$ cat config.mk
export PLATFORM = sky130hd
export DESIGN_NAME = tdm_demux
export DESIGN_NICKNAME = d
export VERILOG_FILES = /design/src/rtl/tdm_pkg.sv /design/src/rtl/tdm_sync_fsm.sv /design/src/rtl/tdm_demux.sv
export SDC_FILE = /design/constraint.sdc
export NUM_CORES = 1
export LEC_CHECK = 0
export CORE_UTILIZATION = 45
export DETAILED_ROUTE_END_ITERATION = 10
export GPL_ROUTABILITY_DRIVEN = 0
export PLACE_DENSITY = 0.82
export SYNTH_ARGS = -nofsm -noshare
export SYNTH_HDL_FRONTEND = slang
export SYNTH_HIERARCHICAL = 1
export SYNTH_SLANG_ARGS = --single-unit
$ cat constraint.sdc
create_clock -name clk -period 1.9 [get_ports clk]
set_clock_uncertainty 0.15 [all_clocks]
set_input_delay 0.475 -clock clk [delete_from_list [all_inputs] [get_ports clk]]
set_output_delay 0.475 -clock clk [all_outputs]
set_load 0.03 [all_outputs]
$ cat src/rtl/tdm_pkg.sv
// tdm_pkg: shared types and constants for the TDM demultiplexer.
//   state_t  : sync FSM states (HUNT, LOCKED)
//   ctl_t    : per-cycle control from the sync FSM to the datapath
//   ERR_W    : width of the saturating sync-error counter
//   DEF_*    : default slot count and miss limit
package tdm_pkg;
  typedef enum logic {HUNT = 1'b0, LOCKED = 1'b1} state_t;

  localparam int ERR_W          = 8;
  localparam int SLOT_W         = 4;   // covers up to 16 slots
  localparam int MISS_W         = 4;   // covers a miss limit up to 15
  localparam int DEF_NUM_CH     = 2;
  localparam int DEF_MISS_LIMIT = 3;

  typedef struct packed {
    logic              cap;       // sample serial_in this cycle
    logic [SLOT_W-1:0] idx;       // shadow slot to write
    logic              complete;  // last slot of a good frame
    logic              realign;   // misaligned sync, restart frame
  } ctl_t;
endpackage

$ cat src/rtl/tdm_sync_fsm.sv
// tdm_sync_fsm: frame alignment FSM with slot counter and miss counter.
//   clk, rst_n  : clock, async active-low reset
//   frame_sync  : slot-0 marker from the line
//   ctl         : sample/complete/realign strobes for the datapath
//   locked      : state == LOCKED, driven straight from the state flop
module tdm_sync_fsm import tdm_pkg::*; #(
  parameter int NUM_CH     = DEF_NUM_CH,
  parameter int MISS_LIMIT = DEF_MISS_LIMIT
) (
  input  logic clk,
  input  logic rst_n,
  input  logic frame_sync,
  output ctl_t ctl,
  output logic locked
);
  localparam logic [SLOT_W-1:0] LAST = SLOT_W'(NUM_CH - 1);

  state_t            state_q, state_d;
  logic [SLOT_W-1:0] slot_q, slot_d;
  logic [MISS_W-1:0] miss_q, miss_d, miss_inc;

  assign miss_inc = miss_q + 1'b1;
  assign locked   = (state_q == LOCKED);

  always_ff @(posedge clk or negedge rst_n) begin
    if (!rst_n) begin
      state_q <= HUNT;
      slot_q  <= '0;
      miss_q  <= '0;
    end else begin
      state_q <= state_d;
      slot_q  <= slot_d;
      miss_q  <= miss_d;
    end
  end

  always_comb begin
    state_d = state_q;
    slot_d  = slot_q;
    miss_d  = miss_q;
    ctl     = '0;
    case (state_q)
      HUNT: begin
        if (frame_sync) begin
          state_d = LOCKED;
          slot_d  = SLOT_W'(1);
          miss_d  = '0;
          ctl.cap = 1'b1;
        end
      end
      LOCKED: begin
        if (slot_q == '0) begin
          // Frame boundary: a missing sync is tolerated (flywheel) until
          // the limit is hit, then the partial frame is abandoned.
          if (!frame_sync && (miss_inc >= MISS_W'(MISS_LIMIT))) begin
            state_d = HUNT;
            slot_d  = '0;
            miss_d  = '0;
          end else begin
            miss_d  = frame_sync ? '0 : miss_inc;
            ctl.cap = 1'b1;
            slot_d  = SLOT_W'(1);
          end
        end else if (frame_sync) begin
          // Sync in the wrong slot wins over frame completion: restart
          // the frame with this bit as slot 0.
          ctl.realign = 1'b1;
          ctl.cap     = 1'b1;
          slot_d      = SLOT_W'(1);
          miss_d      = '0;
        end else begin
          ctl.cap = 1'b1;
          ctl.idx = slot_q;
          if (slot_q == LAST) begin
            ctl.complete = 1'b1;
            slot_d       = '0;
          end else begin
            slot_d = slot_q + 1'b1;
          end
        end
      end
      default: state_d = HUNT;
    endcase
  end
endmodule

$ cat src/rtl/tdm_demux.sv
// tdm_demux: serial TDM line to parallel channel bits.
//   clk, rst_n  : clock, async active-low reset
//   serial_in   : one slot bit per cycle
//   frame_sync  : high with the slot-0 bit
//   ch_out      : slot k of the last complete frame on bit k
//   frame_valid : one-cycle pulse when ch_out updates
//   locked      : FSM in LOCKED
//   sync_err    : one-cycle pulse on a misaligned sync
//   err_cnt     : saturating count of sync_err events
module tdm_demux import tdm_pkg::*; #(
  parameter int NUM_CH     = DEF_NUM_CH,
  parameter int MISS_LIMIT = DEF_MISS_LIMIT
) (
  input  logic              clk,
  input  logic              rst_n,
  input  logic              serial_in,
  input  logic              frame_sync,
  output logic [NUM_CH-1:0] ch_out,
  output logic              frame_valid,
  output logic              locked,
  output logic              sync_err,
  output logic [ERR_W-1:0]  err_cnt
);
  ctl_t              ctl;
  logic [NUM_CH-1:0] shadow;

  tdm_sync_fsm #(
    .NUM_CH     (NUM_CH),
    .MISS_LIMIT (MISS_LIMIT)
  ) u_fsm (
    .clk        (clk),
    .rst_n      (rst_n),
    .frame_sync (frame_sync),
    .ctl        (ctl),
    .locked     (locked)
  );

  always_ff @(posedge clk or negedge rst_n) begin
    if (!rst_n) begin
      shadow      <= '0;
      ch_out      <= '0;
      frame_valid <= 1'b0;
      sync_err    <= 1'b0;
      err_cnt     <= '0;
    end else begin
      frame_valid <= ctl.complete;
      sync_err    <= ctl.realign;
      if (ctl.realign) begin
        // Drop the partial frame; the current bit becomes slot 0.
        shadow    <= '0;
        shadow[0] <= serial_in;
        if (err_cnt != '1) err_cnt <= err_cnt + 1'b1;
      end else if (ctl.cap) begin
        for (int i = 0; i < NUM_CH; i++)
          if (ctl.idx == SLOT_W'(i)) shadow[i] <= serial_in;
      end
      // Last slot bit bypasses the shadow so ch_out lands 1 clk later.
      if (ctl.complete) ch_out <= {serial_in, shadow[NUM_CH-2:0]};
    end
  end
endmodule

==> results.json <==
{
  "outcome": "finished, violations left",
  "violations": "setup timing",
  "yosys.area_share.simple": 0.246,
  "power_frac_comb": 0.437,
  "start_kind": "register",
  "max-cap-violations": 0,
  "final_cells": 167,
  "crit_required_ps": 1950,
  "slowest_delay_ps": 480,
  "synth_area_um2": 1090,
  "synthArstFlopShare": 1.00,
  "routedWlPerCell_um": 14.7,
  "grt_setup_unrepaired": "true",
  "clockRootBuffer": "clkbuf_4",
  "grt_overflow": 0,
  "cp_common_cell": "a31oi_4",
  "fp.dieH_um": 51.3,
  "finalSetupViolCount": 1,
  "postRouteAntennaNets": 0,
  "drtPass1Iterations": 6,
  "viasPerCell": 5.65,
  "coreArea_um2": 2250,
  "ys_warn_count": 6,
  "cts_tree": "built",
  "p_int_uw": 1140,
  "hold_path_class": "in2async",
  "clockPowerShare": 0.194,
  "synthMuxAreaShare": 0.0446,
  "antenna_found_initial": 0,
  "fin_util": 0.681,
  "rows": 17,
  "regToRegEndpoint": "shadow[0]$_DFFE_PN0P_",
  "clk_path_buf_depth": 2,
  "seqPwrFrac": 0.369,
  "leakage_uw": 0.000701,
  "grt_pass1_vias": 922,
  "slowest_stage": "dfrtp_2",
  "synth_xor_area_frac": 0.0240,
  "cts_num_sinks": 22,
  "crit_path_start": "u_fsm/miss_q[1]$_DFF_PN0_",
  "crit_chain": "ha_4 -> and3b_2 -> a31oi_4 -> a31oi_4 -> a21oi_2 -> mux2_4",
  "peakVddDrop_v": 0.000719,
  "drt_iter0_drc": 19,
  "drc": 0,
  "via_count": 944,
  "cts_buffers": 3,
  "synth_top_cell_by_area": "dfrtp_1",
  "worst_ep_arrival_time_ps": 2020,
  "fmax_mhz": 508,
  "nets": 147,
  "synth_area_leaders": "dfrtp_1, a21oi_1, a31oi_1",
  "grt_use_total": 0.215,
  "die_area_um2": 2630,
  "worst_slack_ps": -69.7,
  "port_buffers": 16,
  "fin_crit_ps": 1970,
  "ys_seq_elements": 22,
  "worstReg2RegStart": "u_fsm/miss_q[1]$_DFF_PN0_",
  "hold_violations": 0,
  "slew_headroom": 0.786,
  "p_switching_uw": 701,
  "area_growth_pct": 40.3,
  "numPlacedInstances": 162,
  "worstSetupPathType": "reg2reg",
  "clk_pin_slew_ps": 130,
  "ys_seq_area_frac": 0.503,
  "crit_path_max_fanout": 5,
  "fp.dieW_um": 51.3,
  "switching_share": 0.381,
  "place_ws_ps": -357,
  "tightest_slew_ps": 322,
  "cp-end-kind": "register",
  "start_util": 0.486,
  "synth.top_cell.area_share": 0.503,
  "yosys_most_used_dff": "dfrtp_1",
  "design_area_um2": 1540,
  "synth_fp_nets": 111,
  "synth_compound_area_frac": 0.120,
  "antenna_cells": 0,
  "crit_buf_inv": 0,
  "drive_gt1_frac": 0.309,
  "yosys.cell_count.top_type": "dfrtp_1",
  "slew_viol_final": 0,
  "reg2reg_depth": 6,
  "dpl_cell_area_um2": 1410,
  "htree_num_levels": 1,
  "synth_commonest_cells": "dfrtp_1, a21oi_1, nor2_1",
  "wl_um": 2460,
  "synth_top_family_by_area": "simple AND/OR/NAND/NOR gates",
  "reg2reg_slack_ps": -70,
  "finalCritPeriodShare": 1.04,
  "critPathTopFamily": "compound AO/OA/AOI/OAI gates",
  "place_hpwl_um": 1750,
  "grt_pass1_wl_um": 4110,
  "synth_edf_count": 0,
  "finalSetupTns_ps": -69.7,
  "synthCells": 104,
  "grt_max_degree": 23,
  "syn_avg_cell_area_um2": 10.5,
  "p_per_area_nw_per_um2": 1200,
  "clock_latency_ps": 310,
  "synth_fa_ha_area_frac": 0.0343,
  "synth_cell_type_count": 35,
  "num_io_pins": 17
}
-- what timing repair did --
action                                  in CTS  in global routing
cloned                                       0                  0
endpoints found under the hold margin        0                  0
resized for setup                           17                 12
pin swaps                                    0                  4
endpoints found under the setup margin      14                  2
buffers inserted                             0                  1
hold buffers                                 0                  0
-- cell type report --
class,count,area (um^2)
clock inverters,1,30.0
multi-input cells,75,601
fillers,189,718
flip-flops and latches,22,554
well taps,28,35.0
repair buffers,34,279
inverters,4,15.0
clock buffers,3,22.5
-- cell usage in the layout (no fill, tap or decap), types with 4 or more instances in the layout --
cell / count
a31oi_1: 5
nor2_1: 7
and3_1: 4
buf_4: 18
and2_1: 5
nand2_1: 5
dfrtp_1: 19
dlygate4sd2_1: 13
a21oi_1: 8
-- state kept, by name, summed over array words and instances, names as in the netlist --
| name | flops |
|---|---|
| sync_err | 1 |
| u_fsm/locked | 1 |
| shadow | 1 |
| u_fsm/slot_q | 4 |
| u_fsm/miss_q | 4 |
| frame_valid | 1 |
| ch_out | 2 |
| err_cnt | 8 |
-- metal layers --
metal	vias to the layer above	track usage	routed length [um]
li1	451	-	-
met4	0	0.0676	24
met1	470	0.249	1070
met2	19	0.404	1310
met5	-	0	0
met3	4	0.0327	63
-- cell families (layout without fill, tap and decap cells) --
kind of cell | count (synthesis) | count (layout)
multiplexers | 4 | 4
adder cells (fa/ha/maj) | 3 | 3
buffers and inverters | 7 | 42
flip-flops | 22 | 22
AND/OR/NAND/NOR | 44 | 44
AO/OA/AOI/OAI | 21 | 21
XOR/XNOR | 3 | 3
-- power groups by stage --
| stage | clock network [uW] | registers, uW | logic, uW |
|---|---|---|---|
| after floorplan | 0 | 875 | 258 |
| final | 357 | 678 | 803 |
| after global placement | 0 | 674 | 793 |
| after detailed placement | 0 | 680 | 826 |
| after CTS | 366 | 669 | 774 |
| after global routing | 380 | 701 | 873 |
-- worst max path at each step --
stage                                  endpoint  slack [ps]  cells after the start
after floorplan           shadow[0]$_DFFE_PN0P_         -30                      8
after global placement    shadow[0]$_DFFE_PN0P_        -310                      6
after detailed placement  shadow[0]$_DFFE_PN0P_        -360                      6
after CTS                 shadow[0]$_DFFE_PN0P_         -40                      7
after global routing      shadow[0]$_DFFE_PN0P_        -130                      7
final                     shadow[0]$_DFFE_PN0P_         -70                      6
-- through the flow --
step / power [uW] / hold slack, ps
after global routing: 1950 / 347
final: 1840 / 339
after detailed placement: 1510 / 346
after CTS: 1810 / 346
after global placement: 1470 / 347
after floorplan: 1130 / 29.4
Note: power is estimated with default switching activity, not from simulation.
==> edit: new RTL, same settings <==
The package constant `MISS_W` goes from 4 to 5.
--- a/src/rtl/tdm_pkg.sv
+++ b/src/rtl/tdm_pkg.sv
@@ -9,5 +9,5 @@
   localparam int ERR_W          = 8;
   localparam int SLOT_W         = 4;   // covers up to 16 slots
-  localparam int MISS_W         = 4;   // covers a miss limit up to 15
+  localparam int MISS_W         = 5;   // covers a miss limit up to 15
   localparam int DEF_NUM_CH     = 2;
   localparam int DEF_MISS_LIMIT = 3;
Function: same outputs for any inputs over 10 cycles, from zero or initial values and one cycle with rst_n low; that may be too few to reach the edited logic, so the function may still have changed.
==> edit against the unedited design <==
The flow still finishes with violations (negative setup slack). Setup slack improved by 0.061 ns. Hold slack improved by 0.012 ns. Synthesized area grew 4.7%. Power is 16% higher. Critical path depth is 1 higher. First-iteration DRC count fell by 42%. Sequential cell count up 1. Core utilization down 2.2 points. Design area is 1.5% lower. Routed wire length shrank 4.1%. Highest routed layer unchanged.
==> edit: results (changes against the unedited design) <==
* Final setup fails at 1 (unchanged)
* WL met1 at 1.09 mm (was 1.07 mm)
* Layout Nets at 153 (was 147)
* Post-synth top cells: dfrtp_1 (23), a21oi_1 (13), nor2_1 (9), nand2_1 (7), and2_1 (6) (was dfrtp_1 (22), a21oi_1 (9), nor2_1 (8), a31oi_1 (7))
* Met2 wire length at 1.17 mm (was 1.31 mm)
* Final HPWL from detailed placement at 1.79 mm (was 1.75 mm)
* Slowest stage delay, CP at 0.44 ns (was 0.48 ns)
* Max FO, Critical Path at 4 (was 5)
* Met3 usage at 4.06% (was 3.27%)
* Non-clock buffer share at 19.9% (was 18.2%)
* Vias in the first global route at 921 (was 922)
* Run status: finished, violations left (unchanged)
* Share of cells above drive strength 1 at 29.0% (was 30.9%)
* Pre-CTS WS at -0.320 ns (was -0.357 ns)
* Vias at 934 (was 944)
* Top cells by area, synth: dfrtp_1 (50%), a21oi_1 (5.7%), and2_1 (3.3%), ha_1 (3.3%), xor2_1 (3.1%) (was dfrtp_1 (50%), a21oi_1 (4.1%), a31oi_1 (4.0%), ha_1 (3.4%), mux2_2 (3.1%))
* Inverters at 3 (was 4)
* WL per Instance at 13.7 um (was 14.7 um)
* TNS Setup at -0.00891 ns (was -0.0697 ns)
* Routed wl met3 at 60 um (was 63 um)
* Worst setup margin at -0.00891 ns (was -0.0697 ns)
* Clock group share of total power at 10.2% (was 19.4%)
* #MultiIn Comb at 78 (was 75)
* Worst endpoint data arrival time at 1.96 ns (was 2.02 ns)
* Largest regs: err_cnt (8), u_fsm/miss_q (5), u_fsm/slot_q (4) (was err_cnt (8), u_fsm/miss_q (4), u_fsm/slot_q (4))
* Clock network area share at 1.74% (was 3.42%)
* Final hold slack at 0.350 ns (was 0.339 ns)
* Signal buffers at 37 (was 34)
* Sequential cell fraction of total power at 35.1% (was 36.9%)
* Power Internal at 1.24 mW (was 1.14 mW)
* Fillcell total at 190 (was 189)
* First-pass GRT wire length at 3.95 mm (was 4.11 mm)
* Top delay family on crit path: flip-flops (was compound AO/OA/AOI/OAI gates)
* Pwr/cell area at 1410 mW/mm^2 (was 1200 mW/mm^2)
* Syn_nets at 115 (was 111)
* Clock buffers at 4 (was 3)
* Failing checks: negative setup slack (unchanged)
==> edit: cell types whose count changed after synthesis, moves of 2 or more <==
cell     delta
a31oi_1     -3
nand2_1     +2
nor3b_1     -2
xor2_1      +2
a21oi_1     +4
==> edit: logic make-up after synthesis <==
family | Yosys count | synth area share, %
AND/OR/NAND/NOR | 44 | 22.6
AO/OA/AOI/OAI | 22 | 12.1
buffers and inverters | 7 | 3.71
adder cells (fa/ha/maj) | 3 | 3.28
flip-flops | 23 | 50.2
XOR/XNOR | 5 | 3.82
multiplexers | 4 | 4.26
==> edit: through the flow <==
step	instance area, sq um	cells
after global routing	1510	173
final	1510	173
after CTS	1510	173
after detailed placement	1470	168
after floorplan	1160	108
after global placement	1470	168
==> edit: what timing repair did <==
action / 4_1_cts / 5_1_grt
endpoints found under the setup margin: 14 / 3
gates resized for setup: 17 / 2
pin swaps: 3 / 1
hold buffers: 0 / 0
cloned: 0 / 0
buffers inserted: 1 / 0
